[src/rtl/i2c_lut_config_sequencer.sv]
`default_nettype none
// +----------------------------------------------------------------------------+
// | Module      : i2c_lut_config_sequencer                                      |
// | Description : Walks a sensor register LUT and issues one I2C write per      |
// |               entry through a req/done handshake. It waits a settle delay   |
// |               after power-up and after a soft-reset write, retries NACKed   |
// |               writes, and reports a done or error level.                    |
// | Revision    : 1.0 - initial release                                         |
// +----------------------------------------------------------------------------+
module i2c_lut_config_sequencer #(
  parameter logic [15:0] PWRUP_DELAY = 16'd50000,
  parameter logic [15:0] SWRST_DELAY = 16'd20000,
  parameter int          MAX_RETRY   = 3,
  parameter int          IDX_W       = 9
) (
  input  logic             clk,
  input  logic             rst_n,
  input  logic             start_i,
  output logic [IDX_W-1:0] lut_index_o,
  input  logic [23:0]      lut_data_i,
  input  logic [IDX_W-1:0] lut_size_i,
  output logic             i2c_req_o,
  output logic [15:0]      i2c_reg_addr_o,
  output logic [7:0]       i2c_wdata_o,
  input  logic             i2c_done_i,
  input  logic             i2c_nack_i,
  output logic             busy_o,
  output logic             config_done_o,
  output logic             config_err_o,
  output logic [IDX_W-1:0] err_index_o
);

  // Retry counter must hold 0..MAX_RETRY; keep it at least one bit wide.
  localparam int                 RETRY_W    = (MAX_RETRY < 1) ? 1 : $clog2(MAX_RETRY + 1);
  localparam logic [RETRY_W-1:0] RETRY_MAX  = RETRY_W'(MAX_RETRY);
  localparam logic [RETRY_W-1:0] RETRY_ONE  = RETRY_W'(1);
  localparam logic [15:0]        SWRST_ADDR = 16'h0103;
  // Terminal counts; a programmed delay of 0 still costs one cycle.
  localparam logic [15:0]        PWR_LAST   = (PWRUP_DELAY == 16'd0) ? 16'd0 : PWRUP_DELAY - 16'd1;
  localparam logic [15:0]        SWRST_LAST = (SWRST_DELAY == 16'd0) ? 16'd0 : SWRST_DELAY - 16'd1;
  localparam logic [IDX_W-1:0]   IDX_ZERO   = '0;
  localparam logic [IDX_W-1:0]   IDX_ONE    = IDX_W'(1);

  typedef enum logic [2:0] {
    S_PWR_WAIT  = 3'd0,
    S_FETCH     = 3'd1,
    S_ISSUE     = 3'd2,
    S_WAIT_XFER = 3'd3,
    S_DELAY     = 3'd4,
    S_NEXT      = 3'd5,
    S_DONE      = 3'd6,
    S_ERR       = 3'd7
  } state_e;

  state_e             state_q,   state_d;
  logic [IDX_W-1:0]   idx_q,     idx_d;
  logic [IDX_W-1:0]   err_idx_q, err_idx_d;
  logic [15:0]        addr_q,    addr_d;
  logic [7:0]         wdata_q,   wdata_d;
  logic               req_q,     req_d;
  logic [15:0]        dly_q,     dly_d;
  logic [RETRY_W-1:0] retry_q,   retry_d;

  logic [IDX_W-1:0]   last_idx;
  logic               table_empty;

  assign last_idx    = lut_size_i - IDX_ONE;
  assign table_empty = (lut_size_i == IDX_ZERO);

  // State and datapath registers; reset aborts any transfer at once.
  always_ff @(posedge clk or negedge rst_n) begin
    if (!rst_n) begin
      state_q   <= S_PWR_WAIT;
      idx_q     <= '0;
      err_idx_q <= '0;
      addr_q    <= '0;
      wdata_q   <= '0;
      req_q     <= 1'b0;
      dly_q     <= '0;
      retry_q   <= '0;
    end else begin
      state_q   <= state_d;
      idx_q     <= idx_d;
      err_idx_q <= err_idx_d;
      addr_q    <= addr_d;
      wdata_q   <= wdata_d;
      req_q     <= req_d;
      dly_q     <= dly_d;
      retry_q   <= retry_d;
    end
  end

  // Next-state logic. req_d is the request level for the next cycle, so the
  // request is a clean register output that rises on entry to ISSUE and
  // falls the cycle after done is sampled.
  always_comb begin
    state_d   = state_q;
    idx_d     = idx_q;
    err_idx_d = err_idx_q;
    addr_d    = addr_q;
    wdata_d   = wdata_q;
    req_d     = 1'b0;
    dly_d     = '0;
    retry_d   = retry_q;

    case (state_q)
      S_PWR_WAIT: begin
        if (dly_q == PWR_LAST) begin
          state_d = table_empty ? S_DONE : S_FETCH;
        end else begin
          dly_d = dly_q + 16'd1;
        end
      end

      // Only first attempts pass through here, so the retry count restarts.
      S_FETCH: begin
        addr_d  = lut_data_i[23:8];
        wdata_d = lut_data_i[7:0];
        retry_d = '0;
        req_d   = 1'b1;
        state_d = S_ISSUE;
      end

      // After a NACK the request is low here, giving the one-cycle gap.
      S_ISSUE: begin
        req_d   = 1'b1;
        state_d = S_WAIT_XFER;
      end

      S_WAIT_XFER: begin
        req_d = 1'b1;
        if (i2c_done_i) begin
          req_d = 1'b0;
          if (!i2c_nack_i) begin
            state_d = (addr_q == SWRST_ADDR) ? S_DELAY : S_NEXT;
          end else if (retry_q == RETRY_MAX) begin
            err_idx_d = idx_q;
            state_d   = S_ERR;
          end else begin
            retry_d = retry_q + RETRY_ONE;
            state_d = S_ISSUE;
          end
        end
      end

      // Sensor soft reset settle time.
      S_DELAY: begin
        if (dly_q == SWRST_LAST) begin
          state_d = S_NEXT;
        end else begin
          dly_d = dly_q + 16'd1;
        end
      end

      S_NEXT: begin
        if (idx_q == last_idx) begin
          state_d = S_DONE;
        end else begin
          idx_d   = idx_q + IDX_ONE;
          state_d = S_FETCH;
        end
      end

      // Rerun from index 0 without the power-up wait; an empty table
      // completes immediately instead of walking garbage entries.
      S_DONE, S_ERR: begin
        if (start_i) begin
          idx_d   = '0;
          state_d = table_empty ? S_DONE : S_FETCH;
        end
      end

      default: begin
        state_d = S_PWR_WAIT;
      end
    endcase
  end

  assign lut_index_o    = idx_q;
  assign i2c_req_o      = req_q;
  assign i2c_reg_addr_o = addr_q;
  assign i2c_wdata_o    = wdata_q;
  assign err_index_o    = err_idx_q;
  assign config_done_o  = (state_q == S_DONE);
  assign config_err_o   = (state_q == S_ERR);
  assign busy_o         = (state_q != S_DONE) && (state_q != S_ERR);

endmodule
`default_nettype wire

[config.mk]
export PLATFORM = sky130hd
export DESIGN_NAME = i2c_lut_config_sequencer
export DESIGN_NICKNAME = d
export VERILOG_FILES = /design/src/rtl/i2c_lut_config_sequencer.sv
export SDC_FILE = /design/constraint.sdc
export NUM_CORES = 1
export LEC_CHECK = 0
export CAP_MARGIN = 5
export CORE_MARGIN = 5
export CORE_UTILIZATION = 53
export CTS_CLUSTER_DIAMETER = 200
export DETAILED_ROUTE_END_ITERATION = 8
export HOLD_SLACK_MARGIN = 0.1
export PLACE_DENSITY = 0.85
export SYNTH_ARGS = -nofsm -noshare
export SYNTH_HDL_FRONTEND = slang
export SYNTH_SLANG_ARGS = --single-unit
[constraint.sdc]
create_clock -name clk -period 4 [get_ports clk]
set_input_delay 1 -clock clk [delete_from_list [all_inputs] [get_ports clk]]
set_output_delay 1 -clock clk [all_outputs]
set_load 0.005 [all_outputs]
# --- Word-level counts from Yosys, hierarchy flattened ---
# Cells that the tools add are included.
word_totals:
  input_bits: 38
  register_bits: 64
  elab_cells: 66
  out_inout_bits: 46
classes:
  reduce_logical: 11
  mux: 22
  add_sub_neg: 4
  n_eq_ne: 21
op_table:
  columns: ["operator", "count"]
  rows:
  - ["16-bit two-way mux", 2]
  - ["16-bit case mux with 2 select lines", 1]
  - ["3-bit two-way mux", 8]
  - ["3-bit case mux with 7 select lines", 1]
  - ["9-bit two-way mux", 2]
  - ["9-bit case mux with 2 select lines", 1]
  - ["16-bit by 1-bit adder with 16-bit output (second input constant)", 1]
  - ["16-bit by 15-bit == test with 1-bit output (second input constant)", 1]
  - ["16-bit == test (second input constant)", 1]
  - ["16-bit by 9-bit == test with 1-bit output (second input constant)", 1]
  - ["2-bit inequality test (second input constant)", 7]
  - ["3-bit == test (second input constant)", 4]
  - ["4-bit AND reduction", 3]
  - ["9-bit by 1-bit adder with 9-bit output (second input constant)", 1]
  - ["9-bit == test", 1]
  - ["9-bit logical NOT", 1]
  - ["9-bit by 1-bit subtractor with 9-bit output (second input constant)", 1]
  - ["3-bit by 2-bit == test with 1-bit output (second input constant)", 2]
  - ["2-bit two-way mux", 3]
  - ["3-bit inequality test (second input constant)", 2]
  - ["2-bit case mux with 2 select lines", 1]
  - ["2-bit nonzero test", 2]
  - ["2-bit OR reduction", 2]
  - ["3-bit by 1-bit == test with 1-bit output (second input constant)", 1]
  - ["other kinds (7)", 8]

# --- Logic depth before layout (Yosys ltp) ---
# Gate-level depths: netlist of the first run.
logic_depth:
  word_depth: 5
  ltp_mapped: 8
  depth_no_buf: 8

# --- Least setup slack after synthesis of the first run ---
# OpenSTA, ideal clock, no wires.
synth_timing:
  path_kind: "input -> register"
  from: "input port lut_size_i[4]"
  to: "register idx_q[0], in the netlist lut_index_o[0]"
  setup_ps: 125
  stages: 7
  slack_ps: 818
  path_buffers: 1
  required_time_ps: 3875
  t_arrival_ps: 3058
  path_cell_list: "clkbuf_1 -> or3_2 -> or3_4 -> a2111oi_4 -> o211ai_1 -> nand3_1 -> mux2_2"
synth_via:
  elab_chain_cells: 4
synth_rtl:
  columns: ["element", "line_no", "text"]
  rows:
  - ["start: declaration", "21", "input logic [IDX_W-1:0] lut_size_i,"]
  - ["9-bit by 1-bit subtractor with 9-bit output", "67", "assign last_idx = lut_size_i - IDX_ONE;"]
  - ["9-bit == test", "156", "if (idx_q == last_idx) begin"]
  - ["2-bit inequality test (no line)", null, null]
  - ["3-bit AND reduction (no line)", null, null]
  - ["end signal: assignment", "83", "idx_q <= idx_d;"]
  - ["end: declaration", "56", "logic [IDX_W-1:0] idx_q, idx_d;"]
# No other way between the ends.
# A chain may end at the register's enable or synchronous reset.

# --- Worst setup path in the final report of the first run ---
layout_timing:
  from: "input port lut_size_i[0]"
  to: "register idx_q[0], in the netlist lut_index_o[0]"
# The elaborated chain is that of the path after synthesis.

==> impl_metrics.csv, run 1 <==
group,metric,value,unit
run_status,status,"completed",
floorplan,core,6240,um^2
layout,fin_nets,438,
floorplan,ioPinCount,84,
critical_path,arrival,3830,ps
placement,hpwl,5670,um
critical_path,worst-path-max-fanout,5,
synthesis,synth_cells,314,
floorplan,die_w,89.5,um
timing,fin_skew,11.8,ps
routing,vias,2716,
placement,port_buffers,83,
layout,n_antenna_cell,0,
synthesis,ys_types,53,
synthesis,ys.flop_type,"dfrtp_1",
synthesis,synth_commonest_cells,"dfrtp_1 (64), mux2_2 (36), nor2_1 (26)",
global_routing,grt_pass1_vias,2760,
critical_path,r2r_start,"lut_index_o[2]",
critical_path,path_class,"in -> reg",
layout,fillers,453,
synthesis,yosysMostFrequentCell,"dfrtp_1",
timing,min_period_over_period,90.2,%
timing,post-route-min-period,3610,ps
synthesis,syn_area_per_cell,10.7,um^2
floorplan,die_h,89.5,um
pwr,vdd_drop_max,0.000446,V
timing,fin_setup_tns,0,ps
clock_network,path_clk_slew,70,ps
timing,fmax,277,MHz
clock_network,ctsResizeCount,0,
clock_network,numCtsBuffers,9,
critical_path,crit_top_cell,"nand3_1",
pwr,seq_power_share,39.9,%
floorplan,initial_core_util,53.6,%
routing,drt-total-wl,7760,um
routing,drc,0,
critical_path,max_stage_delay,580,ps
worst_hold_path,min_to,"dly_q[0]",
routing,wl_per_cell,16.2,um
routing,ant_nets,0,
critical_path,endpoint_kind,"register",
critical_path,r2r_end,"lut_index_o[0]",
global_routing,grt_pass1_wl,12600,um
layout,register_area,1600,um^2
routing,viasPerCell,5.68,
global_routing,antenna_found_initial,0,
critical_path,startpoint_type,"primary input",
synthesis,yosysSeqAreaShare,47.9,%
pwr,p_per_area,575,nW/um^2
global_routing,grt_usage,20.6,%
worst_hold_path,worstHoldPathCells,1,
layout,design_area,4440,um^2
synthesis,syn-num-nets,356,
global_routing,grt_overflow,0,
flow_run,max_cap_viol_count,0,
clock_network,cts.hold.buffers_added,0,
synthesis,synth.area.top_cells,"dfrtp_1 (48%), mux2_2 (12%), xnor2_1 (3.7%)",
placement,gp_congestion,0.868,
clock_network,cts_buffer_depth,2,
pwr,pwr-share-clk,23.6,%
timing,worst_slew_pin_slew,1060,ps
synthesis,synth-edff-count,0,
routing,dr.pass1.iters,5,
pwr,leakagePower,1.85,nW
critical_path,required,4220,ps
timing,rsz0062_at_grt,"no",
timing,hold_violations,0,
pwr,switching_share,30.9,%
synthesis,synth_seq_cells,64,
critical_path,cp_slowest_cell,"a2111oi_0",
floorplan,rows,29,
clock_network,cts_tree,"built",
pwr,power_frac_comb,36.5,%
critical_path,r2r_cells,6,
synthesis,syn-cell-area,3350,um^2
global_routing,grt_max_degree,49,
layout,syn2layout_area_growth,32.8,%
timing,max-slew-margin-rel,29.4,%
clock_network,ctsRootBufferMaster,"clkbuf_8",
clock_network,cts_sinks,64,
layout,layout-drive-gt1-share,14.7,%
synthesis,async_reset_ff_share,100,%
clock_network,cts_max_level,3,
timing,finalSetupViolCount,0,
synthesis,synth_top_area_share,47.9,%
worst_hold_path,min_from,"dly_q[0]",
timing,slew_violations,0,
clock_network,worst_skew_pair.late_latency,340,ps
critical_path,rrSetupSlack,1510,ps
worst_hold_path,hold_path_class,"reg -> reg",
floorplan,dieArea,8000,um^2
synthesis,synth_top_cell_by_area,"dfrtp_1",
critical_path,path_cells,"clkdlybuf4s50_1 > inv_1 > ha_1 > nor3b_1 > nand3_1 > a2111oi_0 > o211ai_1 > nand3_1 > mux2_2",
clock_network,post-cts-setup-buffer-count,0,
pwr,intPower,0.00176,W
pwr,net-switching-power,0.000789,W
synthesis,ys_warn_count,0,
placement,place_area,4230,um^2
layout,multi_input_area,1660,um^2
routing,drt_iter0_markers,222,
==> worst max-delay path: cells and delay by family <==
kind / cells / cell delay (ps)
simple gates: 3 / 870
compound gates: 2 / 800
buf+inv: 2 / 580
mux: 1 / 350
fa+ha+maj: 1 / 230
==> power by group through the flow <==
stage	sequential, W	combinational (W)	clock [W]
after floorplan	0.000953	0.000530	0
after global placement	0.00102	0.000916	0
after detailed placement	0.00103	0.000935	0
after CTS	0.00102	0.000945	0.000612
after global routing	0.00105	0.00102	0.000644
final	0.00102	0.000933	0.000602
==> cell type report <==
class / instances / share of cell area [%]
Inverter: 7 / 0.591
Clock buffer: 13 / 3.35
Timing Repair Buffer: 85 / 18.9
Multi-Input combinational cell: 229 / 37.5
Clock inverter: 3 / 1.46
Tap cell: 77 / 2.17
Sequential cell: 64 / 36.0
==> routing by layer <==
layer,vias up,wire length [um],part of all wire (%),global-route usage (%)
met3,7,774,10,9.40
met1,1305,3330,43,26.1
li1,1302,-,-,-
met4,0,93,1.2,7.98
met5,-,0,0,0
met2,102,3570,46,30.9
==> sequential cells by signal, indices dropped and copies added (netlist names) <==
register	flops
dly_q	16
err_index_o	9
i2c_reg_addr_o	16
i2c_req_o	1
i2c_wdata_o	8
lut_index_o	9
retry_q	2
state_q	3
==> placed cells by master, fill, tap and decap left out, types with 2 or more instances in the layout <==
cell type and n:
clkbuf_1 3, a211o_1 2, bufinv_16 2, nor2_1 26
mux2_2 36, o21ai_0 8, a21oi_1 5, nor3_1 9
inv_1 7, clkbuf_8 10, dfrtp_1 64, nand3_1 16
o31ai_1 4, or3_1 4, a22o_1 2, and3_1 11
xnor2_1 14, clkdlybuf4s50_1 82, ha_1 4, nand2b_1 5
nand4_1 3, xor2_1 8, mux2i_1 5, buf_4 2
a21boi_1 2, nor2b_1 6, nand3b_1 2, o211a_1 2
or4_1 4, nand2_1 18, nor4_1 6, nor4b_1 4
==> through the flow <==
step	hold WS, ps	worst slack [ps]	util, %	power (W)	instances
after floorplan	424	818	-	0.00148	314
after global placement	444	247	67.8	0.00193	462
after detailed placement	460	81.3	67.8	0.00196	462
after CTS	468	375	71.2	0.00257	478
after global routing	478	170	71.2	0.00271	478
final	466	391	71.2	0.00255	478
==> cell families (layout without fill, tap and decap cells) <==
| kind of cell | Yosys count | count (layout) | share of synthesized area (%) |
|---|---|---|---|
| compound gates | 40 | 40 | 9.28 |
| xor+xnor | 22 | 22 | 5.76 |
| fa+ha+maj | 4 | 4 | 1.50 |
| buf+inv | 21 | 108 | 2.39 |
| flops | 64 | 64 | 47.9 |
| mux | 41 | 41 | 13.6 |
| simple gates | 122 | 122 | 19.6 |
==> worst max path at each step <==
stage                   from  depth (start not counted)        endpoint  slack, ps
6_report       lut_size_i[0]                          9  lut_index_o[0]        390
5_1_grt        lut_size_i[0]                          9  lut_index_o[1]        170
4_1_cts        lut_size_i[0]                          9  lut_index_o[0]        380
3_5_place_dp   lut_size_i[0]                          9  lut_index_o[0]         80
3_3_place_gp   lut_size_i[0]                          9  lut_index_o[0]        250
2_1_floorplan  lut_size_i[4]                          7  lut_index_o[0]        820
No activity file was read; power rests on OpenSTA's default activity.
==> run 2: changes to the inputs <==
==> constraint.sdc (replaced) <==
create_clock -name clk -period 4 [get_ports clk]
set_input_delay 1 -clock clk [delete_from_list [all_inputs] [get_ports clk]]
set_output_delay 1 -clock clk [all_outputs]
set_load 0.1 [all_outputs]
==> run 2 against run 1 <==
  * Sequential power about the same
  * Final cell count down 0.21%
  * Hold slack worse by 1.7 ps
  * Total power is 45% higher
  * Critical endpoint unchanged
  * Utilization about the same
  * Largest cell class unchanged
  * Combinational power up 120%
  * Global-route usage increased by 1.3 points
  * Critical path type unchanged
==> impl_metrics.csv, run 2 (synthesized netlist as in run 1, its figures left out) <==
group,metric,value,unit
pwr,intPower,0.00177,W
routing,wl_per_cell,16.7,um
layout,final_cell_mix,"clkdlybuf4s50_1 (79), dfrtp_1 (64), mux2_2 (36), nor2_1 (26), nand2_1 (18)",
clock_network,cts_max_level,3,
clock_network,ctsResizeCount,0,
critical_path,worstSetupStartpoint,"lut_size_i[0]",
timing,hold_violations,0,
timing,rsz0062_at_grt,"no",
critical_path,cp_slowest_cell,"a2111oi_0",
pwr,seq_power_share,27.7,%
critical_path,path_class,"in -> reg",
global_routing,grt_max_degree,46,
pwr,pwr-share-clk,16.5,%
clock_network,cts_buffer_depth,2,
pwr,power_frac_comb,55.8,%
critical_path,r2r_start,"lut_index_o[2]",
layout,mostFrequentLayoutCell,"clkdlybuf4s50_1",
clock_network,path_clk_slew,60,ps
pwr,switching_share,52.1,%
timing,worst_slew_pin_slew,1020,ps
pwr,net-switching-power,0.00193,W
timing,finalSetupViolCount,0,
pwr,leakagePower,1.86,nW
floorplan,die_w,89.5,um
global_routing,grt_usage,21.9,%
layout,fin_nets,438,
clock_network,post-cts-setup-buffer-count,0,
timing,fmax,284,MHz
placement,hpwl,5720,um
floorplan,die_h,89.5,um
clock_network,numCtsBuffers,9,
critical_path,crit_top_cell,"nand3_1",
timing,slew_violations,0,
floorplan,ioPinCount,84,
clock_network,cts.hold.buffers_added,0,
placement,port_buffers,83,
critical_path,startpoint_type,"primary input",
routing,vias,2747,
critical_path,required,4210,ps
pwr,p_per_area,833,nW/um^2
floorplan,initial_core_util,53.6,%
timing,fin_skew,7.40,ps
timing,holdWs,464,ps
routing,drc,0,
placement,gp_congestion,0.861,
routing,viasPerCell,5.76,
critical_path,worst-path-max-fanout,5,
layout,n_antenna_cell,0,
timing,max-slew-margin-rel,31.7,%
routing,drt_iter0_markers,235,
critical_path,max_stage_delay,550,ps
critical_path,arrival,3730,ps
routing,dr.pass1.iters,4,
layout,layout-drive-gt1-share,15.8,%
clock_network,cts_tree,"built",
run_status,status,"completed",
floorplan,core,6240,um^2
clock_network,ctsRootBufferMaster,"clkbuf_8",
flow_run,max_cap_viol_count,0,
clock_network,worst_skew_pair.late_latency,330,ps
clock_network,cts_sinks,64,
global_routing,antenna_found_initial,0,
routing,ant_nets,0,
timing,min_period_over_period,88.0,%
layout,syn2layout_area_growth,32.8,%
global_routing,grt_pass1_vias,2793,
timing,post-route-min-period,3520,ps
critical_path,path_cells,"clkdlybuf4s50_1 > inv_1 > ha_1 > nor3b_1 > nand3_1 > a2111oi_0 > o211ai_1 > nand3_1 > mux2_2",
global_routing,grt_pass1_wl,13500,um
worst_hold_path,min_from,"dly_q[0]",
routing,drt-total-wl,7980,um
critical_path,endpoint_kind,"register",
floorplan,rows,29,
worst_hold_path,hold_path_class,"reg -> reg",
pwr,vdd_drop_max,0.000890,V
timing,fin_setup_tns,0,ps
global_routing,grt_overflow,0,
floorplan,dieArea,8000,um^2
run 2: cell types whose count changed in the layout (fill, tap and decap cells not counted), sizes merged:
cell	delta
clkbuf	-1
clkdlybuf4s50	-3
buf	+3
run 2: layout make-up:
type	instances	area, um^2
Inverter	7	26.3
Sequential cell	64	1600
Tap cell	77	96.3
Multi-Input combinational cell	229	1660
Clock inverter	3	65.1
Fill cell	475	1800
Timing Repair Buffer	85	833
Clock buffer	12	155
run 2: path summary, 6_finish.rpt:
check                      slack [ps]  depth (start not counted)                 end
setup reg to reg                 1510                          6      lut_index_o[0]
min in group asynchronous         830                          1      lut_index_o[7]
hold / removal                    460                          1            dly_q[0]
hold reg to reg                   460                          1            dly_q[0]
setup / recovery                  480                          9      lut_index_o[0]
max in group asynchronous        2340                          2  i2c_reg_addr_o[11]
run 2: power groups by stage:
stage / registers (W) / clock network, W / logic, W
5_1_grt: 0.00105 / 0.000656 / 0.00216
3_3_place_gp: 0.00102 / 0 / 0.00204
3_5_place_dp: 0.00103 / 0 / 0.00206
6_report: 0.00102 / 0.000612 / 0.00207
4_1_cts: 0.00102 / 0.000623 / 0.00208
2_1_floorplan: 0.00201 / 0 / 0.000582
run 2: layer usage:
metal | wire length, um | GRT usage (%)
met5 | 0 | 0
met4 | 82 | 6.63
met3 | 848 | 9.49
met2 | 3690 | 33.1
met1 | 3360 | 28.6
run 2: worst max-delay path, delay by kind of cell:
family	cells	cell delay [ps]
and+or+nand+nor	3	800
AOI/OAI and AO/OA	2	780
muxes	1	350
adders and majority gates	1	240
buffers and inverters	2	570
run 2: metrics by stage:
stage,power (W),area [um^2],utilization (%),worst slack (ps),std cells
after floorplan,0.00259,3350,-,208,314
final,0.00370,4440,71.2,479,477
after CTS,0.00372,4440,71.2,500,477
after global placement,0.00306,4220,67.6,240,462
after global routing,0.00387,4440,71.2,234,477
after detailed placement,0.00309,4220,67.6,167,462
==> run 3: changes to the inputs <==
Settings changed: CORE_MARGIN 5 to default.
==> run 3 against run 2 <==
  * Sequential power barely moved
  * Non-clock buffer count did not move
  * Final cell count fell by 0.42%
  * Critical path depth did not move
  * Total power fell by 1.6%
  * Routed wire length fell by 5.1%
==> impl_metrics.csv, run 3 (synthesized netlist as in run 1, its figures left out) <==
group,metric,value,unit
run_status,status,"completed",
pwr,intPower,0.00173,W
pwr,leakagePower,1.85,nW
clock_network,cts_max_level,3,
timing,hold_violations,0,
pwr,switching_share,52.6,%
floorplan,rows,28,
global_routing,grt_max_degree,38,
placement,gp_congestion,0.793,
critical_path,r2r_start,"lut_index_o[2]",
routing,drt-total-wl,7570,um
clock_network,cts_sinks,64,
critical_path,startpoint_type,"primary input",
timing,max-slew-margin-rel,32.9,%
layout,layout-drive-gt1-share,16.0,%
global_routing,grt_pass1_wl,12500,um
timing,min_period_over_period,87.9,%
routing,dr.pass1.iters,4,
critical_path,crit_top_cell,"nand3_1",
critical_path,arrival,3740,ps
layout,register_area,1600,um^2
floorplan,core,5990,um^2
critical_path,worstSetupStartpoint,"lut_size_i[0]",
clock_network,numCtsBuffers,9,
routing,wl_met1,3320,um
timing,post-route-min-period,3520,ps
placement,hpwl,5450,um
critical_path,rrSetupSlack,1500,ps
routing,vias,2761,
critical_path,path_class,"in -> reg",
placement,placed_cells,460,
pwr,p_per_area,824,nW/um^2
clock_network,cts_buffer_depth,2,
clock_network,worst_skew_pair.late_latency,330,ps
critical_path,r2r_end,"lut_index_o[1]",
pwr,power_frac_comb,56.4,%
routing,dr_wl_met2,3470,um
routing,routed-wl-met3,658,um
timing,fin_skew,6.03,ps
critical_path,endpoint_kind,"register",
worst_hold_path,hold_path_class,"reg -> reg",
layout,mostFrequentLayoutCell,"clkdlybuf4s50_1",
clock_network,path_clk_slew,70,ps
floorplan,ioPinCount,84,
pwr,vdd_drop_max,0.000815,V
pwr,seq_power_share,28.0,%
layout,n_antenna_cell,0,
clock_network,cts_tree,"built",
timing,fin_setup_tns,0,ps
layout,fin_nets,438,
layout,multi_input_area,1660,um^2
layout,fillers,392,
floorplan,die_h,81.5,um
routing,viasPerCell,5.81,
routing,top_layer_used,"met4",
pwr,pwr-share-clk,15.6,%
timing,fmax,284,MHz
timing,rsz0062_at_grt,"no",
timing,slew_violations,0,
routing,wl_per_cell,15.9,um
global_routing,grt_pass1_vias,2680,
clock_network,cts.hold.buffers_added,0,
layout,syn2layout_area_growth,32.2,%
layout,final_cell_mix,"clkdlybuf4s50_1 (79), dfrtp_1 (64), mux2_2 (36), nor2_1 (26), nand2_1 (18)",
critical_path,required,4220,ps
floorplan,die_w,81.5,um
timing,worst_slew_pin_slew,1000,ps
clock_network,ctsResizeCount,0,
floorplan,initial_core_util,55.8,%
critical_path,critPathCapture,"lut_index_o[1]",
flow_run,max_cap_viol_count,0,
global_routing,antenna_found_initial,0,
routing,drc,0,
layout,layout.cells.non_filler,475,
routing,ant_nets,0,
global_routing,grt_usage,25.2,%
critical_path,r2r_cells,6,
clock_network,ctsRootBufferMaster,"clkbuf_8",
global_routing,grt_overflow,0,
floorplan,dieArea,6630,um^2
pwr,net-switching-power,0.00192,W
critical_path,max_stage_delay,600,ps
critical_path,worst-path-max-fanout,5,
timing,finalSetupViolCount,0,
clock_network,post-cts-setup-buffer-count,0,
critical_path,cp_slowest_cell,"a2111oi_0",
placement,port_buffers,83,
routing,drt_iter0_markers,313,
critical_path,path_cells,"clkdlybuf4s50_1 > inv_1 > ha_1 > nor3b_1 > nand3_1 > a2111oi_0 > o211ai_1 > nand3_1 > mux2_2",
==> run 3: changes by cell type in the layout (fill, tap and decap cells not counted) <==
cell	change
clkbuf_8	+1
clkinv_2	+1
clkbuf_1	-1
bufinv_16	-1
==> run 3: layout make-up <==
| cell class | count | share of cell area, % |
|---|---|---|
| Clock buffer | 12 | 3.73 |
| Clock inverter | 3 | 0.905 |
| Inverter | 7 | 0.594 |
| Multi-Input combinational cell | 229 | 37.6 |
| Sequential cell | 64 | 36.2 |
| Tap cell | 75 | 2.12 |
| Timing Repair Buffer | 85 | 18.8 |
==> run 3: metrics by stage <==
stage          setup slack [ps]  power (W)  hold slack [ps]  utilization (%)  area [um^2]
5_1_grt                     133    0.00379              504             73.9         4420
6_report                    482    0.00364              470             73.9         4420
3_3_place_gp                264    0.00305              435             70.4         4220
2_1_floorplan               208    0.00259              424                -         3350
3_5_place_dp                111    0.00308              465             70.4         4220
4_1_cts                     481    0.00366              474             73.9         4420
==> run 3: worst max-delay path, delay by kind of cell <==
kind	cells	cell delay [ps]
AND/OR/NAND/NOR	3	810
AO/OA/AOI/OAI	2	810
multiplexers	1	340
adder cells (fa/ha/maj)	1	230
buffers and inverters	2	550
==> run 3: how the worst min path moves through the flow <==
stage / startpoint / end / slack [ps] / cells after the start
3_5_place_dp: dly_q[0] / dly_q[0] / 460 / 1
3_3_place_gp: dly_q[0] / dly_q[0] / 440 / 1
2_1_floorplan: dly_q[0] / dly_q[0] / 420 / 1
5_1_grt: dly_q[0] / dly_q[0] / 500 / 1
4_1_cts: dly_q[0] / dly_q[0] / 470 / 1
6_report: dly_q[0] / dly_q[0] / 470 / 1
==> run 3: power groups by stage <==
stage               Sequential (W)  Clock (W)  Combinational (W)
finish                     0.00102   0.000568            0.00205
global route               0.00105   0.000600            0.00214
CTS                        0.00102   0.000577            0.00206
detailed placement         0.00103          0            0.00205
global placement           0.00101          0            0.00204
floorplan                  0.00201          0           0.000582
==> run 3: layer usage <==
layer | vias up | global-route usage, %
li1 | 1299 | -
met1 | 1339 | 33.8
met2 | 113 | 37.7
met3 | 10 | 7.89
met4 | 0 | 10.9
met5 | - | 0
